### src/rtl/id_ex_reg.sv
// ID/EX pipeline register: captures the decoded control bundle and operands once per cycle,
// injects a bubble on flush, holds on a downstream stall and counts injected bubbles.
module id_ex_reg #(
  parameter int unsigned XLEN  = 32,
  parameter int unsigned CNT_W = 16
) (
  input  logic             clk_i,
  input  logic             rst_i,
  input  logic             start_i,
  input  logic             hold_i,
  input  logic             flush_i,
  input  logic             clr_cnt_i,
  input  logic [1:0]       ALUOp_i,
  input  logic             ALUSrc_i,
  input  logic             RegWrite_i,
  input  logic             MemtoReg_i,
  input  logic             MemRead_i,
  input  logic             MemWrite_i,
  input  logic             Branch_i,
  input  logic [XLEN-1:0]  pc_i,
  input  logic [XLEN-1:0]  rs1_data_i,
  input  logic [XLEN-1:0]  rs2_data_i,
  input  logic [XLEN-1:0]  imm_i,
  input  logic [9:0]       funct_i,
  input  logic [4:0]       rs1_addr_i,
  input  logic [4:0]       rs2_addr_i,
  input  logic [4:0]       rd_addr_i,
  output logic [1:0]       ALUOp_o,
  output logic             ALUSrc_o,
  output logic             RegWrite_o,
  output logic             MemtoReg_o,
  output logic             MemRead_o,
  output logic             MemWrite_o,
  output logic             Branch_o,
  output logic [XLEN-1:0]  pc_o,
  output logic [XLEN-1:0]  rs1_data_o,
  output logic [XLEN-1:0]  rs2_data_o,
  output logic [XLEN-1:0]  imm_o,
  output logic [9:0]       funct_o,
  output logic [4:0]       rs1_addr_o,
  output logic [4:0]       rs2_addr_o,
  output logic [4:0]       rd_addr_o,
  output logic             valid_o,
  output logic [CNT_W-1:0] bubble_cnt_o
);

  typedef struct packed {
    logic [1:0]      aluOp;
    logic            aluSrc;
    logic            regWrite;
    logic            memtoReg;
    logic            memRead;
    logic            memWrite;
    logic            branch;
    logic [XLEN-1:0] pc;
    logic [XLEN-1:0] rs1Data;
    logic [XLEN-1:0] rs2Data;
    logic [XLEN-1:0] imm;
    logic [9:0]      funct;
    logic [4:0]      rs1Addr;
    logic [4:0]      rs2Addr;
    logic [4:0]      rdAddr;
    logic            valid;
  } exBundle_t;

  exBundle_t        idBundle;
  exBundle_t        ex_d, ex_q;
  logic [CNT_W-1:0] bubbleCnt_d, bubbleCnt_q;

  always_comb begin
    idBundle = '{
      aluOp:    ALUOp_i,
      aluSrc:   ALUSrc_i,
      regWrite: RegWrite_i,
      memtoReg: MemtoReg_i,
      memRead:  MemRead_i,
      memWrite: MemWrite_i,
      branch:   Branch_i,
      pc:       pc_i,
      rs1Data:  rs1_data_i,
      rs2Data:  rs2_data_i,
      imm:      imm_i,
      funct:    funct_i,
      rs1Addr:  rs1_addr_i,
      rs2Addr:  rs2_addr_i,
      rdAddr:   rd_addr_i,
      valid:    1'b1
    };
  end

  // A bubble is the all-zero bundle, so it can never write, store or branch.
  always_comb begin
    ex_d        = ex_q;
    bubbleCnt_d = bubbleCnt_q;
    if (start_i) begin
      if (!hold_i) begin
        ex_d = flush_i ? '0 : idBundle;
      end
      if (clr_cnt_i) begin
        bubbleCnt_d = '0;
      end else if (!hold_i && flush_i && (bubbleCnt_q != '1)) begin
        bubbleCnt_d = bubbleCnt_q + CNT_W'(1);
      end
    end
  end

  always_ff @(posedge clk_i or negedge rst_i) begin
    if (!rst_i) begin
      ex_q        <= '0;
      bubbleCnt_q <= '0;
    end else begin
      ex_q        <= ex_d;
      bubbleCnt_q <= bubbleCnt_d;
    end
  end

  assign ALUOp_o      = ex_q.aluOp;
  assign ALUSrc_o     = ex_q.aluSrc;
  assign RegWrite_o   = ex_q.regWrite;
  assign MemtoReg_o   = ex_q.memtoReg;
  assign MemRead_o    = ex_q.memRead;
  assign MemWrite_o   = ex_q.memWrite;
  assign Branch_o     = ex_q.branch;
  assign pc_o         = ex_q.pc;
  assign rs1_data_o   = ex_q.rs1Data;
  assign rs2_data_o   = ex_q.rs2Data;
  assign imm_o        = ex_q.imm;
  assign funct_o      = ex_q.funct;
  assign rs1_addr_o   = ex_q.rs1Addr;
  assign rs2_addr_o   = ex_q.rs2Addr;
  assign rd_addr_o    = ex_q.rdAddr;
  assign valid_o      = ex_q.valid;
  assign bubble_cnt_o = bubbleCnt_q;

endmodule

### config.mk
export PLATFORM = sky130hd
export DESIGN_NAME = id_ex_reg
export DESIGN_NICKNAME = d
export VERILOG_FILES = /design/src/rtl/id_ex_reg.sv
export SDC_FILE = /design/constraint.sdc
export NUM_CORES = 1
export LEC_CHECK = 0
export BUFFER_PORTS_ARGS = -buffer_cell sky130_fd_sc_hd__buf_2
export CAP_MARGIN = 20
export CELL_PAD_IN_SITES_DETAIL_PLACEMENT = 1
export CELL_PAD_IN_SITES_GLOBAL_PLACEMENT = 1
export CORE_MARGIN = 2
export CORE_UTILIZATION = 37
export DETAILED_ROUTE_END_ITERATION = 10
export HOLD_SLACK_MARGIN = 0.03
export PLACE_DENSITY_LB_ADDON = 0.2
export SYNTH_ARGS = -nofsm -noshare
export SYNTH_HDL_FRONTEND = slang
export SYNTH_SLANG_ARGS = --single-unit
### constraint.sdc
create_clock -name clk_i -period 2.93 [get_ports clk_i]
set_input_delay 0.7325 -clock clk_i [delete_from_list [all_inputs] [get_ports clk_i]]
set_output_delay 0.7325 -clock clk_i [all_outputs]
set_load 0.01 [all_outputs]
==> results of run 1 <==
[per-stage QoR]
stage	worst slack, ns	utilization [%]	hold WS (ns)	total power [mW]
floorplan	0.909	-	0.437	3.42
global placement	0.611	47.3	0.457	4.00
detailed placement	0.567	47.3	0.465	4.03
CTS	0.666	50.1	0.310	6.36
global route	0.541	50.1	0.317	6.61
finish	0.669	50.1	0.282	6.26
[final timing paths]
path	endpoint	depth (start not counted)	slack, ns	from
setup / recovery	bubble_cnt_o[1]	5	0.67	bubble_cnt_o[0]
hold / removal	bubble_cnt_o[12]	1	0.28	rst_i
setup reg to reg	bubble_cnt_o[1]	5	0.67	bubble_cnt_o[0]
hold reg to reg	rs2_data_o[18]	2	0.47	rs2_data_o[18]
max in group asynchronous	imm_o[15]	2	1.85	rst_i
min in group clk_i	rs2_data_o[18]	2	0.47	rs2_data_o[18]
[synth_stat cells (4+ instances only)]
| cell type | count | share of area [%] |
|---|---|---|
| a21oi_1 | 6 | 0.39 |
| a31oi_1 | 4 | 0.32 |
| buf_2 | 4 | 0.26 |
| clkbuf_1 | 53 | 2.6 |
| dfrtp_1 | 178 | 57 |
| inv_1 | 8 | 0.39 |
| nand2_1 | 173 | 8.3 |
| nand2b_1 | 163 | 13 |
| nand3_1 | 7 | 0.45 |
| nand4_1 | 5 | 0.40 |
| nor2_1 | 6 | 0.29 |
| nor3_1 | 4 | 0.26 |
| o211ai_1 | 4 | 0.39 |
| o21ai_0 | 164 | 11 |
| o311ai_0 | 4 | 0.45 |
[logic make-up (layout without fill, tap and decap cells)]
kind of cell,Yosys count,count (layout),synth area share (%)
buffers and inverters,70,399,3.55
other,0,3,0
AO/OA/AOI/OAI,202,202,14.3
multiplexers,2,2,0.321
AND/OR/NAND/NOR,375,375,24.5
flip-flops,178,178,57.2
adder cells (fa/ha/maj),1,1,0.161
[worst reg2reg max path: stages (launching register included)]
cell and delay [ns]:
dfrtp_1 0.45, ha_1 0.29, nand4_2 0.18, or4_1 0.78
mux2_4 0.38, o22ai_2 0.10
[final cells by class]
cell class	instances	share of cell area [%]
sequential	178	42.7
tap	275	3.30
antenna	3	0.0719
multi-input combinational	580	29.4
clock buffer	18	4.11
inverter	9	0.324
timing repair buffer	359	18.7
clock inverter	13	1.43
[routing by layer]
layer	vias up	share of wire, %
met5	-	0.17
met4	6	2.2
met3	34	8.8
met2	246	48
met1	3277	41
li1	3380	-
[state kept, by name, indices dropped and copies added (netlist names), 10 cells and up]
signal        flops
imm_o            32
pc_o             32
rs1_data_o       32
rs2_data_o       32
bubble_cnt_o     16
funct_o          10
[where the power goes]
group / leakage (nW) / switching [mW] / internal (mW)
Sequential: 2.33 / 0.183 / 2.72
Combinational: 2.73 / 0.614 / 0.455
Clock: 0.280 / 1.02 / 1.27
==> results.yml, run 1 <==
clock_network:
  cts.sinks: 178
  cts_max_path_buffers: 2
  cts-root-buf: "clkbuf_16"
  cts_setup_buffers: 0
  cts_tree: "built"
  post_cts_resized: 0
  htree_num_levels: 4
  clock_latency_ns: 0.42
  clk_pin_slew_ns: 0.07
  numCtsBuffers: 17
  hold_buffers: 0
timing:
  slew_headroom_pct: 45.7
  tightest_slew_ns: 0.806
  setup_viol: 0
  post-route-period-util_pct: 77.2
  setup_tns_ns: 0
  fmax_mhz: 442
  final-hold-violation-count: 0
  slew_viol_final: 0
  skew_ns: 0.00624
  fin_crit_ns: 2.26
  rsz0062_at_grt: "false"
critical_path:
  cpMaxStageDelayCell: "or4_1"
  crit_fanout: 9
  crit_path_cell_trace: "ha_1 -> nand4_2 -> or4_1 -> mux2_4 -> o22ai_2"
  crit_buf_inv: 0
  endpoint_kind: "flip-flop"
  path_class: "reg2reg"
  crit_path_start_kind: "flip-flop"
  crit_required_ns: 3.27
  cp_top_family: "simple AND/OR/NAND/NOR gates"
  cpPeakStageDelay_ns: 0.78
  worstPathArrival_ns: 2.60
cells_and_area:
  multi_input_area_mm2: 0.00307
  register_area_mm2: 0.00445
  synthToLayoutAreaGrowth_pct: 34.0
  nFillCells: 2538
  final_cell_mix: "342 x buf_2, 178 x dfrtp_1, 173 x nand2_1"
  stdcell_count: 1435
  final_cell_area_mm2: 0.0104
  layout-drive-gt1-share_pct: 34.4
  final_common_cell: "buf_2"
  fin_nets: 1313
placed_design:
  place_hpwl_um: 17300
  dp.cells: 1401
  port_buffers: 344
  post_dp_cell_area_mm2: 0.00986
  place_congestion: 0.796
global_route:
  grtUsageMet2_pct: 35.3
  use_met1_pct: 26.0
  grtUsageTotal_pct: 21.5
  grt_antenna_before_repair: 6
  grt_use_met3_pct: 8.26
  grt.busiest_layer: "met2"
  grt_pass1_vias: 7033
  grt_pass1_wl_um: 37500
  grt_overflow_total: 0
  grt_max_degree: 163
floorplan:
  die_width_um: 149
  die_height_um: 149
  rows: 53
  die-area_mm2: 0.0222
  pin_count: 345
  start_util_pct: 37.4
  coreArea_mm2: 0.0208
drt:
  dr.pass1.iters: 4
  vias: 6943
  drt-initial-drc-count: 294
  drc_errors: 0
  wirelength_um: 23900
  viasPerCell: 4.84
  postRouteAntennaNets: 0
  detail_route.wl_per_cell_um: 16.7
flow_run:
  cap_violations: 0
yosys:
  synth_seq_cells: 178
  syn_area_per_cell_um2: 9.41
  yosysWarnings: 0
  syn_inst: 828
  ys_types: 48
  synth_edf_count: 0
  ys_seq_area_share_pct: 57.2
  synth_area_mm2: 0.00779
  syn_nets: 996
  async_flop_share_pct: 100
  synthFlopType: "dfrtp_1"
power:
  p_per_area_mw_per_mm2: 600
  peakVddDrop_v: 0.000385
  power_leakage_nw: 5.34
outcome:
  status: "finished clean"
min_path:
  hp-class: "in2async"
Power figures use the tool's default switching activity.
==> run 2: changes to the inputs <==
- CORE_UTILIZATION: 37 -> 31
- clock period: 2.93 -> 1.82 ns (I/O delays scaled with it)
==> run 2 against run 1 <==
Against the previous run: clock power up 60%; clock skew is 0.0039 ns higher; total power grew 63%; critical path depth stayed put; count of clock-buffer cells in the layout stayed put; critical endpoint unchanged; largest power group unchanged; highest routed layer unchanged.
==> results.yml, run 2 (same netlist as run 1, synthesis figures left out) <==
outcome:
  status: "finished clean"
power:
  p_int_mw: 7.05
  clockPowerShare_pct: 36.0
  pwr-share-seq_pct: 45.2
  swShare_pct: 30.7
  p_comb_share_pct: 18.8
  p_per_area_mw_per_mm2: 947
  peakVddDrop_v: 0.000426
  power_leakage_nw: 5.49
  switchingPower_mw: 3.13
global_route:
  grt_pass1_wl_um: 39600
  use_met1_pct: 23.8
  grt_use_met3_pct: 7.13
  grtUsageTotal_pct: 19.1
  grt_overflow_total: 0
  grtUsageMet2_pct: 30.9
  grt_antenna_before_repair: 4
  grt_max_degree: 160
  grt_pass1_vias: 7165
  grt.busiest_layer: "met2"
critical_path:
  crit_path_start_kind: "flip-flop"
  cp_top_family: "simple AND/OR/NAND/NOR gates"
  crit_required_ns: 2.16
  crit_path_cell_trace: "ha_4 -> nand4_2 -> or4_4 -> mux2_4 -> o22ai_2"
  cpMaxStageDelayCell: "or4_4"
  cpPeakStageDelay_ns: 0.52
  path_class: "reg2reg"
  crit_fanout: 9
  crit_buf_inv: 0
  endpoint_kind: "flip-flop"
  worstPathArrival_ns: 2.04
timing:
  slew_viol_final: 0
  skew_ns: 0.0101
  setup_viol: 0
  fmax_mhz: 588
  slew_headroom_pct: 52.4
  final-hold-violation-count: 0
  post-route-period-util_pct: 93.4
  tightest_slew_ns: 0.714
  fin_crit_ns: 1.70
  rsz0062_at_grt: "false"
  setup_tns_ns: 0
clock_network:
  cts_tree: "built"
  cts.sinks: 178
  clk_pin_slew_ns: 0.08
  htree_num_levels: 4
  clock_latency_ns: 0.43
  cts-root-buf: "clkbuf_16"
  cts_setup_buffers: 0
  cts_max_path_buffers: 2
  numCtsBuffers: 17
drt:
  postRouteAntennaNets: 0
  wirelength_um: 25100
  detail_route.wl_per_cell_um: 16.5
  vias: 7019
  drc_errors: 0
  dr.pass1.iters: 4
  drt-initial-drc-count: 240
  viasPerCell: 4.62
cells_and_area:
  final_cell_area_mm2: 0.0107
  fin_nets: 1343
  layout-drive-gt1-share_pct: 36.4
  final_cell_mix: "342 x buf_2, 176 x dfrtp_1, 173 x nand2_1"
  register_area_mm2: 0.00446
  final_common_cell: "buf_2"
  multi_input_area_mm2: 0.00308
  synthToLayoutAreaGrowth_pct: 37.9
  nFillCells: 2992
floorplan:
  die_width_um: 163
  coreArea_mm2: 0.0249
  die-area_mm2: 0.0264
  pin_count: 345
  rows: 58
  die_height_um: 163
  start_util_pct: 31.3
placed_design:
  port_buffers: 344
  post_dp_cell_area_mm2: 0.0102
  place_hpwl_um: 18100
  place_congestion: 0.810
flow_run:
  cap_violations: 0
min_path:
  hp-class: "in2reg"
## run 2: through the flow
stage          setup slack (ns)  hold slack, ns  cells  util (%)  power [mW]
6_report                  0.120           0.265   1519      43.2        10.2
5_1_grt                  0.0233           0.251   1518      43.2        10.8
4_1_cts                  0.0135           0.243   1519      43.2        10.4
3_5_place_dp             0.0505           0.245   1486      40.8        6.61
3_3_place_gp             0.0825           0.246   1486      40.8        6.56
2_1_floorplan            0.0399           0.159    828         -        5.51
## run 2: what timing repair did
| action | in CTS | in global routing |
|---|---|---|
| gates resized for setup | 0 | 1 |
| endpoints found under the setup margin | 0 | 3 |
| hold buffers | 1 | 0 |
| hold endpoints to repair | 2 | 0 |
## run 2: per-layer routing
layer	up-vias	share of wire [%]	wire (um)
met4	6	2.0	495
met1	3321	43	10700
met3	31	8.7	2180
met2	226	47	11700
met5	-	0.16	40
li1	3435	-	-
## run 2: area by class of cell
class                      count  share of cell area (%)
clock buffer                  18                    4.09
clock inverter                14                    1.26
multi-input combinational    580                    28.7
timing repair buffer         389                    20.3
tap                          330                    3.84
inverter                       9                   0.314
sequential                   178                    41.5
antenna                        1                  0.0233
## run 2: power groups by stage
stage,logic [mW],clock network [mW],registers (mW)
5_1_grt,2.13,3.98,4.66
4_1_cts,1.95,3.82,4.60
3_3_place_gp,1.90,0,4.66
6_report,1.91,3.67,4.60
3_5_place_dp,1.94,0,4.67
2_1_floorplan,0.616,0,4.90
## run 2: path summary, 6_finish.rpt
path / endpoint / slack, ns / startpoint / depth (start not counted)
worst max-delay path: bubble_cnt_o[1] / 0.12 / bubble_cnt_o[0] / 5
worst min-delay path: rs1_data_o[26] / 0.27 / rs1_data_i[26] / 3
worst max register to register: bubble_cnt_o[1] / 0.12 / bubble_cnt_o[0] / 5
worst min register to register: rs1_data_o[29] / 0.47 / rs1_data_o[29] / 2
max in group asynchronous: pc_o[28] / 0.74 / rst_i / 3
min in group asynchronous: rs1_addr_o[0] / 0.37 / rst_i / 2
## run 2: worst reg2reg max path, delay by kind of cell (launching register included)
family / cells / cell delay (ns)
simple gates: 2 / 0.64
flops: 1 / 0.39
mux: 1 / 0.34
fa+ha+maj: 1 / 0.14
compound gates: 1 / 0.12
